[config.mk]
export PLATFORM = sky130hd
export DESIGN_NAME = fwd_ctrl_unit
export DESIGN_NICKNAME = d
export VERILOG_FILES = /design/src/rtl/fwd_ctrl_unit.sv
export SDC_FILE = /design/constraint.sdc
export NUM_CORES = 1
export LEC_CHECK = 0
export ABC_AREA = 1
export ABC_CLOCK_PERIOD_IN_PS = 2070
export CAP_MARGIN = 20
export CORE_MARGIN = 2
export CORE_UTILIZATION = 33
export DETAILED_ROUTE_END_ITERATION = 8
export GPL_ROUTABILITY_DRIVEN = 1
export PLACE_DENSITY = 0.49
export SLEW_MARGIN = 20
export SYNTH_ARGS = -nofsm -noshare
export SYNTH_HDL_FRONTEND = slang
export SYNTH_SLANG_ARGS = --single-unit
export TNS_END_PERCENT = 30
[constraint.sdc]
create_clock -name i_CLK -period 2.07 [get_ports i_CLK]
set_clock_uncertainty 0.05 [all_clocks]
set_input_delay 0.414 -clock i_CLK [delete_from_list [all_inputs] [get_ports i_CLK]]
set_output_delay 0.414 -clock i_CLK [all_outputs]
set_load 0.005 [all_outputs]
[src/rtl/fwd_ctrl_unit.sv]
// Forwarding and load-use hazard controller.
// Tracks destination tags for the EX, MEM, WB and RET stages in a shadow
// pipeline. From those tags it drives the EX operand A/B forwarding mux
// selects and raises the load-use stall. It also keeps a saturating count
// of stall cycles.
module fwd_ctrl_unit #(
  parameter int REG_W = 5,
  parameter int CNT_W = 16
) (
  input  logic             i_CLK,
  input  logic             i_RST_N,
  input  logic             i_id_valid,
  input  logic [REG_W-1:0] i_id_rs,
  input  logic [REG_W-1:0] i_id_rt,
  input  logic             i_id_uses_rs,
  input  logic             i_id_uses_rt,
  input  logic [REG_W-1:0] i_id_rd,
  input  logic             i_id_regwrite,
  input  logic             i_id_memread,
  input  logic             i_flush,
  input  logic             i_freeze,
  output logic [1:0]       o_fwd_a_sel,
  output logic [1:0]       o_fwd_b_sel,
  output logic             o_stall,
  output logic [CNT_W-1:0] o_stall_cnt
);

  // Stage tags: p0 = EX, p1 = MEM, p2 = WB, p3 = RET.
  logic             vld_p0, vld_p1, vld_p2, vld_p3;
  logic [REG_W-1:0] rs_p0, rt_p0;
  logic [REG_W-1:0] rd_p0, rd_p1, rd_p2, rd_p3;
  logic             rw_p0, rw_p1, rw_p2, rw_p3;
  logic             mr_p0;
  logic             ex_load_ok;

  // A stage produces register r when it will write a non-zero rd equal to r.
  function automatic logic produces(input logic v, input logic rw,
                                    input logic [REG_W-1:0] rd,
                                    input logic [REG_W-1:0] r);
    return v & rw & (rd == r) & (rd != '0);
  endfunction

  // The youngest producer wins: MEM, then WB, then RET, then the register file.
  function automatic logic [1:0] pick_sel(input logic hit_mem, input logic hit_wb,
                                          input logic hit_ret);
    if (hit_mem)     return 2'b01;
    else if (hit_wb) return 2'b10;
    else if (hit_ret) return 2'b11;
    else             return 2'b00;
  endfunction

  // Increment that sticks at all-ones instead of wrapping.
  function automatic logic [CNT_W-1:0] sat_inc(input logic [CNT_W-1:0] c);
    return (&c) ? c : c + CNT_W'(1);
  endfunction

  // A load in EX with a non-zero destination can only stall a dependent ID instruction.
  assign ex_load_ok = vld_p0 & mr_p0 & (rd_p0 != '0);

  // Load-use stall: combinational so the PC and IF/ID enables see it in the same cycle.
  always_comb begin
    o_stall = i_id_valid & ~i_flush & ex_load_ok &
              ((i_id_uses_rs & (i_id_rs == rd_p0)) |
               (i_id_uses_rt & (i_id_rt == rd_p0)));
  end

  // Operand selects are derived only from registered stage tags.
  always_comb begin
    o_fwd_a_sel = 2'b00;
    o_fwd_b_sel = 2'b00;
    if (vld_p0) begin
      o_fwd_a_sel = pick_sel(produces(vld_p1, rw_p1, rd_p1, rs_p0),
                             produces(vld_p2, rw_p2, rd_p2, rs_p0),
                             produces(vld_p3, rw_p3, rd_p3, rs_p0));
      o_fwd_b_sel = pick_sel(produces(vld_p1, rw_p1, rd_p1, rt_p0),
                             produces(vld_p2, rw_p2, rd_p2, rt_p0),
                             produces(vld_p3, rw_p3, rd_p3, rt_p0));
    end
  end

  // Control state: stage valids and stall counter, both held while frozen.
  always_ff @(posedge i_CLK or negedge i_RST_N) begin
    if (!i_RST_N) begin
      vld_p0      <= 1'b0;
      vld_p1      <= 1'b0;
      vld_p2      <= 1'b0;
      vld_p3      <= 1'b0;
      o_stall_cnt <= '0;
    end else if (!i_freeze) begin
      // ID -> EX: flush, stall or an empty ID slot becomes a bubble.
      vld_p0 <= i_id_valid & ~i_flush & ~o_stall;
      // EX -> MEM -> WB -> RET
      vld_p1 <= vld_p0;
      vld_p2 <= vld_p1;
      vld_p3 <= vld_p2;
      if (o_stall) o_stall_cnt <= sat_inc(o_stall_cnt);
    end
  end

  // Tag payload: loaded regardless of validity, since valid alone qualifies it.
  always_ff @(posedge i_CLK) begin
    if (!i_freeze) begin
      // ID -> EX
      rs_p0 <= i_id_rs;
      rt_p0 <= i_id_rt;
      rd_p0 <= i_id_rd;
      rw_p0 <= i_id_regwrite;
      mr_p0 <= i_id_memread;
      // EX -> MEM
      rd_p1 <= rd_p0;
      rw_p1 <= rw_p0;
      // MEM -> WB
      rd_p2 <= rd_p1;
      rw_p2 <= rw_p1;
      // WB -> RET
      rd_p3 <= rd_p2;
      rw_p3 <= rw_p2;
    end
  end

endmodule

==> results.cfg, run 1 <==
[synth]
synth_area_leaders = edfxtp_1, nand2_1, dfrtp_1, nor2_1, nand4_1
ys_warn_count = 0
netlist_instances = 374
synth_cell_type_count = 24
synth_area_um2 = 3030
avgSynthCellArea_um2 = 8.11
synth_fp_nets = 399
ys_seq_elements = 55
yosys.area.top_type = edfxtp_1
netlist.area_leader.share = 0.347
ys_seq_area_frac = 0.512

[floorplanning]
initial_utilization = 0.344
die_w_um = 99.9
die_h_um = 99.9
std_cell_rows = 34
die_area_um2 = 9970
io_pins = 45
fp.coreArea_um2 = 8810

[timing]
setup_ws_ns = -0.0893
maxSlewViolCount = 0
finalCritPeriodShare = 1.04
rsz0062_at_grt = true
fin_crit_ns = 2.16
setup_viol = 4
worstMarginPinSlew_ns = 0.285
finalHoldViolCount = 0
max_freq_mhz = 463
slew_headroom = 0.810

[finish]
nets = 481
layout_common_cells = nand2_1, nor2_1, inv_1, edfxtp_1, buf_4
diodes = 0
area_delta_synth_final_pct = 30.9
drive_gt1_frac = 0.153
finalNonFillerCells = 565
layout_commonest_cell = nand2_1

[routing]
dr_total_vias = 2635
post-route-drc-count = 0
wl_um = 7520
antenna_left = 0
wire_per_inst_um = 13.3
first_pass_iters = 4
vias_per_cell = 4.66
drtIter0Drc = 100

[clocking]
h-tree-depth = 2
clk_latency_ns = 0.31
cts_tree = yes
cts-root-buf = clkbuf_8
clk_pin_slew_ns = 0.10
numCtsBuffers = 5
cts.sinks = 55
clk_path_buf_depth = 2

[setup_path]
cpPeakStageDelay_ns = 0.50
end_kind = output pin
crit_path_cell_trace = xor2_1, nor2_1, nand2_1, nor2_2, buf_4, nand2_2, a21oi_2, buf_2
crit_required_ns = 1.61
arrival_ns = 1.70
slowest_stage = edfxtp_1
worst-path-max-fanout = 4
start_kind = flip-flop
critPathKind = flip-flop to output pin

[placed_design]
portBuffers = 44
routabilityCongestion = 0.848
post-place-cells = 543
hpwl_um = 5470

[pwr]
peakVddDrop_v = 0.000247
leakage_nw = 1.76
switching_share = 0.266
p_clk_frac = 0.277
power_density_nw_per_um2 = 559
pwr-share-comb = 0.139
switchingPower_uw = 590
p_total_mw = 2.22
p_int_mw = 1.63
pwr-share-seq = 0.584

[grt]
grt_pass1_wl_um = 12900
track_usage = 0.163
antenna_found_initial = 0
grt.overflow.total = 0
grt_max_degree = 39
grt_pass1_vias = 2586

[flow_run]
drv_cap = 0

[worst_hold_path]
hold_class = primary input to async pin

[run_status]
status = finished with violations
failed_checks = negative setup slack
stage by stage:
step | cell area (um^2) | setup WS (ns) | hold slack [ns] | util | setup TNS [ns]
6_report | 3970 | -0.0893 | 0.392 | 0.451 | -0.176
5_1_grt | 3970 | -0.240 | 0.401 | 0.451 | -0.999
4_1_cts | 3940 | -0.100 | 0.380 | 0.447 | -0.299
3_5_place_dp | 3750 | -0.390 | 0.378 | 0.426 | -2.61
3_3_place_gp | 3750 | -0.399 | 0.357 | 0.426 | -2.71
2_1_floorplan | 3030 | 0.368 | 0.0684 | - | 0
logic make-up (layout without fill, tap and decap cells):
| kind of cell | count (synthesis) | count (layout) | share of synthesized area |
|---|---|---|---|
| adders and majority gates | 1 | 1 | 0.00412 |
| xor gates and xnor gates | 20 | 20 | 0.0578 |
| AOI/OAI and AO/OA | 24 | 24 | 0.0413 |
| buffers and inverters | 46 | 129 | 0.0602 |
| and+or+nand+nor | 228 | 228 | 0.325 |
| DFF | 55 | 55 | 0.512 |
worst max-delay path: cells and delay by family, from the launching register on:
family,cells,cell delay (ns)
DFF,1,0.50
and+or+nand+nor,4,0.34
buffers and inverters,2,0.24
xor gates and xnor gates,1,0.19
AOI/OAI and AO/OA,1,0.11
cell usage after synthesis:
cell type and n:
or2_2 1, nor3_1 4, nand3b_1 1, o211ai_1 2
xor2_1 10, nand4_1 25, nand2_2 2, nand3_1 12
clkbuf_1 1, clkinv_1 1, nor2_4 3, o21ai_0 15
nand3_4 1, inv_1 40, buf_6 1, ha_1 1
dfrtp_1 20, xnor2_1 10, inv_2 1, nor2_1 44
nand2_1 135, buf_2 2, edfxtp_1 35, a21oi_1 7
sequential cells by signal (all words and copies together), names as in the netlist, 5 cells and up:
register,count
rd_p0,5
rt_p0,5
rs_p0,5
rd_p3,5
rd_p1,5
o_stall_cnt,16
rd_p2,5
cell type report:
| cell class | instances | area, um^2 |
|---|---|---|
| Clock buffer | 5 | 68.8 |
| Timing Repair Buffer | 79 | 689 |
| Tap cell | 108 | 135 |
| Clock inverter | 3 | 25.0 |
| Sequential cell | 55 | 1550 |
| Fill cell | 887 | 4840 |
| Multi-Input combinational cell | 273 | 1340 |
| Inverter | 42 | 158 |
final timing paths:
path / start / end / slack [ns] / cells past startpoint
hold / removal: i_RST_N / o_stall_cnt[14] / 0.39 / 2
hold reg to reg: rw_p0 / rw_p1 / 0.39 / 0
setup / recovery: rt_p0[1] / o_fwd_b_sel[0] / -0.09 / 8
setup reg to reg: o_stall_cnt[1] / o_stall_cnt[5] / 0.26 / 9
min in group i_CLK: rw_p0 / rw_p1 / 0.39 / 0
max in group asynchronous: i_RST_N / o_stall_cnt[9] / 1.35 / 2
routing by layer:
layer  global-route usage  part of all wire  vias up
met3               0.0286             0.032        8
met5                    0                 0        -
met4               0.0474             0.010        0
met1                0.244              0.51     1207
li1                     -                 -     1377
met2                0.242              0.45       43
power groups by stage:
stage	clock network, mW	registers, mW	logic, mW
finish	0.614	1.30	0.309
global route	0.697	1.31	0.349
CTS	0.654	1.29	0.304
detailed placement	0	1.32	0.281
global placement	0	1.32	0.280
floorplan	0	1.30	0.146
what timing repair did:
item                                    CTS  global route
hold buffers                              0             0
setup buffers                            13             1
endpoints found under the setup margin    5             5
cloned                                    0             0
endpoints found under the hold margin     0             0
pin swaps                                22             4
gates resized for setup                  38             9
No activity file was read; power rests on OpenSTA's default activity.
==> run 2, diff against run 1 <==
--- a/config.mk
+++ b/config.mk
@@ -11,8 +11,9 @@
 export CORE_MARGIN = 2
 export CORE_UTILIZATION = 33
 export DETAILED_ROUTE_END_ITERATION = 8
+export DONT_BUFFER_PORTS = 1
 export GPL_ROUTABILITY_DRIVEN = 1
-export PLACE_DENSITY = 0.49
+export PLACE_DENSITY = 0.43
 export SLEW_MARGIN = 20
 export SYNTH_ARGS = -nofsm -noshare
 export SYNTH_HDL_FRONTEND = slang
==> constraint.sdc (replaced) <==
create_clock -name i_CLK -period 2.07 [get_ports i_CLK]
set_clock_uncertainty 0.05 [all_clocks]
set_input_delay 0.5175 -clock i_CLK [delete_from_list [all_inputs] [get_ports i_CLK]]
set_output_delay 0.5175 -clock i_CLK [all_outputs]
set_load 0.005 [all_outputs]
==> results.cfg, run 2 (synthesis results as in run 1) <==
[pwr]
p_total_mw = 2.15
leakage_nw = 1.47
power_density_nw_per_um2 = 636
pwr-share-seq = 0.606
p_int_mw = 1.57
p_clk_frac = 0.295
switching_share = 0.268
pwr-share-comb = 0.099
peakVddDrop_v = 0.000290
switchingPower_uw = 577

[finish]
nets = 416
largest_register_ffs = 16
layout_commonest_cell = nand2_1
regMostFlops = o_stall_cnt
diodes = 0
layout_common_cells = nand2_1, nor2_1, inv_1, edfxtp_1, nand4_1
drive_gt1_frac = 0.107
area_delta_synth_final_pct = 11.4
final_util = 0.384

[setup_path]
crit_required_ns = 1.50
cp_common_cell = nand2_1
r2r_start = o_stall_cnt[1]
rrSetupSlack_ns = 0.24
crit_path_cell_trace = xor2_1, nor2_1, nand2_1, nor2_2, nand2_1, a21oi_2
start_kind = flip-flop
critPathKind = flip-flop to output pin
worst-r2r-cell-count = 9
cp.buffers_inverters = 0
arrival_ns = 1.53
rr_endpoint = o_stall_cnt[8]
slowest_stage = edfxtp_1
cpPeakStageDelay_ns = 0.49
worst-path-max-fanout = 4
end_kind = output pin
cp_top_family = flip-flops

[grt]
grt_max_degree = 24
antenna_found_initial = 0
grt.overflow.total = 0
track_usage = 0.162
grt_pass1_vias = 2445
grt_pass1_wl_um = 12700

[timing]
slew_headroom = 0.662
tns_ns = -0.0313
setup_viol = 3
fin_crit_ns = 2.10
finalCritPeriodShare = 1.01
max_freq_mhz = 477
setup_ws_ns = -0.0269
worstMarginPinSlew_ns = 0.506
maxSlewViolCount = 0
hold_slack_ns = 0.108
finalHoldViolCount = 0
rsz0062_at_grt = true

[floorplanning]
die_w_um = 99.9
fp.coreArea_um2 = 8810
die_h_um = 99.9
std_cell_rows = 34
die_area_um2 = 9970
initial_utilization = 0.344
io_pins = 45

[clocking]
cts-root-buf = clkbuf_8
clk_latency_ns = 0.31
cts.sinks = 55
clk_pin_slew_ns = 0.11
cts_tree = yes
clk_path_buf_depth = 2
h-tree-depth = 2
numCtsBuffers = 5

[flow_run]
drv_cap = 0

[placed_design]
portBuffers = 0
hpwl_um = 5650
routabilityCongestion = 0.803

[run_status]
status = finished with violations
failed_checks = negative setup slack

[worst_hold_path]
hold_class = primary input to async pin

[routing]
wire_per_inst_um = 15.0
post-route-drc-count = 0
first_pass_iters = 4
dr_total_vias = 2380
drtIter0Drc = 94
vias_per_cell = 4.76
wl_um = 7480
antenna_left = 0
==> run 2: cell count changes in the layout (fill, tap and decap cells not counted), moves of 2 or more <==
cell | previous run | this run
buf_2 | 4 | 1
buf_4 | 32 | 13
buf_6 | 2 | 0
clkdlybuf4s50_1 | 29 | 0
dlygate4sd2_1 | 11 | 0
nor3_1 | 1 | 3
nor3_2 | 3 | 1
o21ai_0 | 12 | 15
o21ai_1 | 3 | 0
==> run 2: how the worst max path moves through the flow <==
stage,from,to,depth (start not counted)
final,rt_p0[1],o_fwd_b_sel[0],6
after global routing,rt_p0[3],o_fwd_b_sel[0],6
after CTS,rt_p0[3],o_fwd_b_sel[0],6
after detailed placement,o_stall_cnt[1],o_stall_cnt[3],9
after global placement,o_stall_cnt[1],o_stall_cnt[5],9
after floorplan,o_stall_cnt[0],o_stall_cnt[11],10
==> run 2: power groups by stage <==
stage               Clock (mW)  Sequential, mW  Combinational, mW
floorplan                    0            1.30              0.146
detailed placement           0            1.33              0.192
CTS                      0.662            1.30              0.212
global route             0.710            1.31              0.248
global placement             0            1.33              0.192
finish                   0.634            1.30              0.213
==> run 2: layout make-up <==
type / count / area (um^2)
Sequential cell: 55 / 1550
Multi-Input combinational cell: 273 / 1330
Fill cell: 919 / 5430
Inverter: 42 / 158
Clock inverter: 3 / 28.8
Clock buffer: 5 / 68.8
Timing Repair Buffer: 14 / 103
Tap cell: 108 / 135
==> run 2: repair_timing <==
item / 4_1_cts / 5_1_grt
resized for setup: 9 / 4
endpoints found under the setup margin: 5 / 5
buffers inserted: 2 / 1
hold endpoints to repair: 20 / 0
pin swaps: 7 / 4
hold buffers: 1 / 0
==> run 2: metrics by stage <==
step | cell area (um^2) | setup WS, ns | instances
4_1_cts | 3370 | -0.0436 | 499
3_5_place_dp | 3220 | 0.242 | 488
6_report | 3380 | -0.0269 | 500
2_1_floorplan | 3030 | 0.368 | 374
3_3_place_gp | 3220 | 0.255 | 488
5_1_grt | 3380 | -0.157 | 500
==> run 2: per-layer routing <==
metal | wire length (um) | GRT usage
met5 | 0 | 0
met2 | 3120 | 0.232
met3 | 402 | 0.0446
met1 | 3880 | 0.242
met4 | 80 | 0.0421
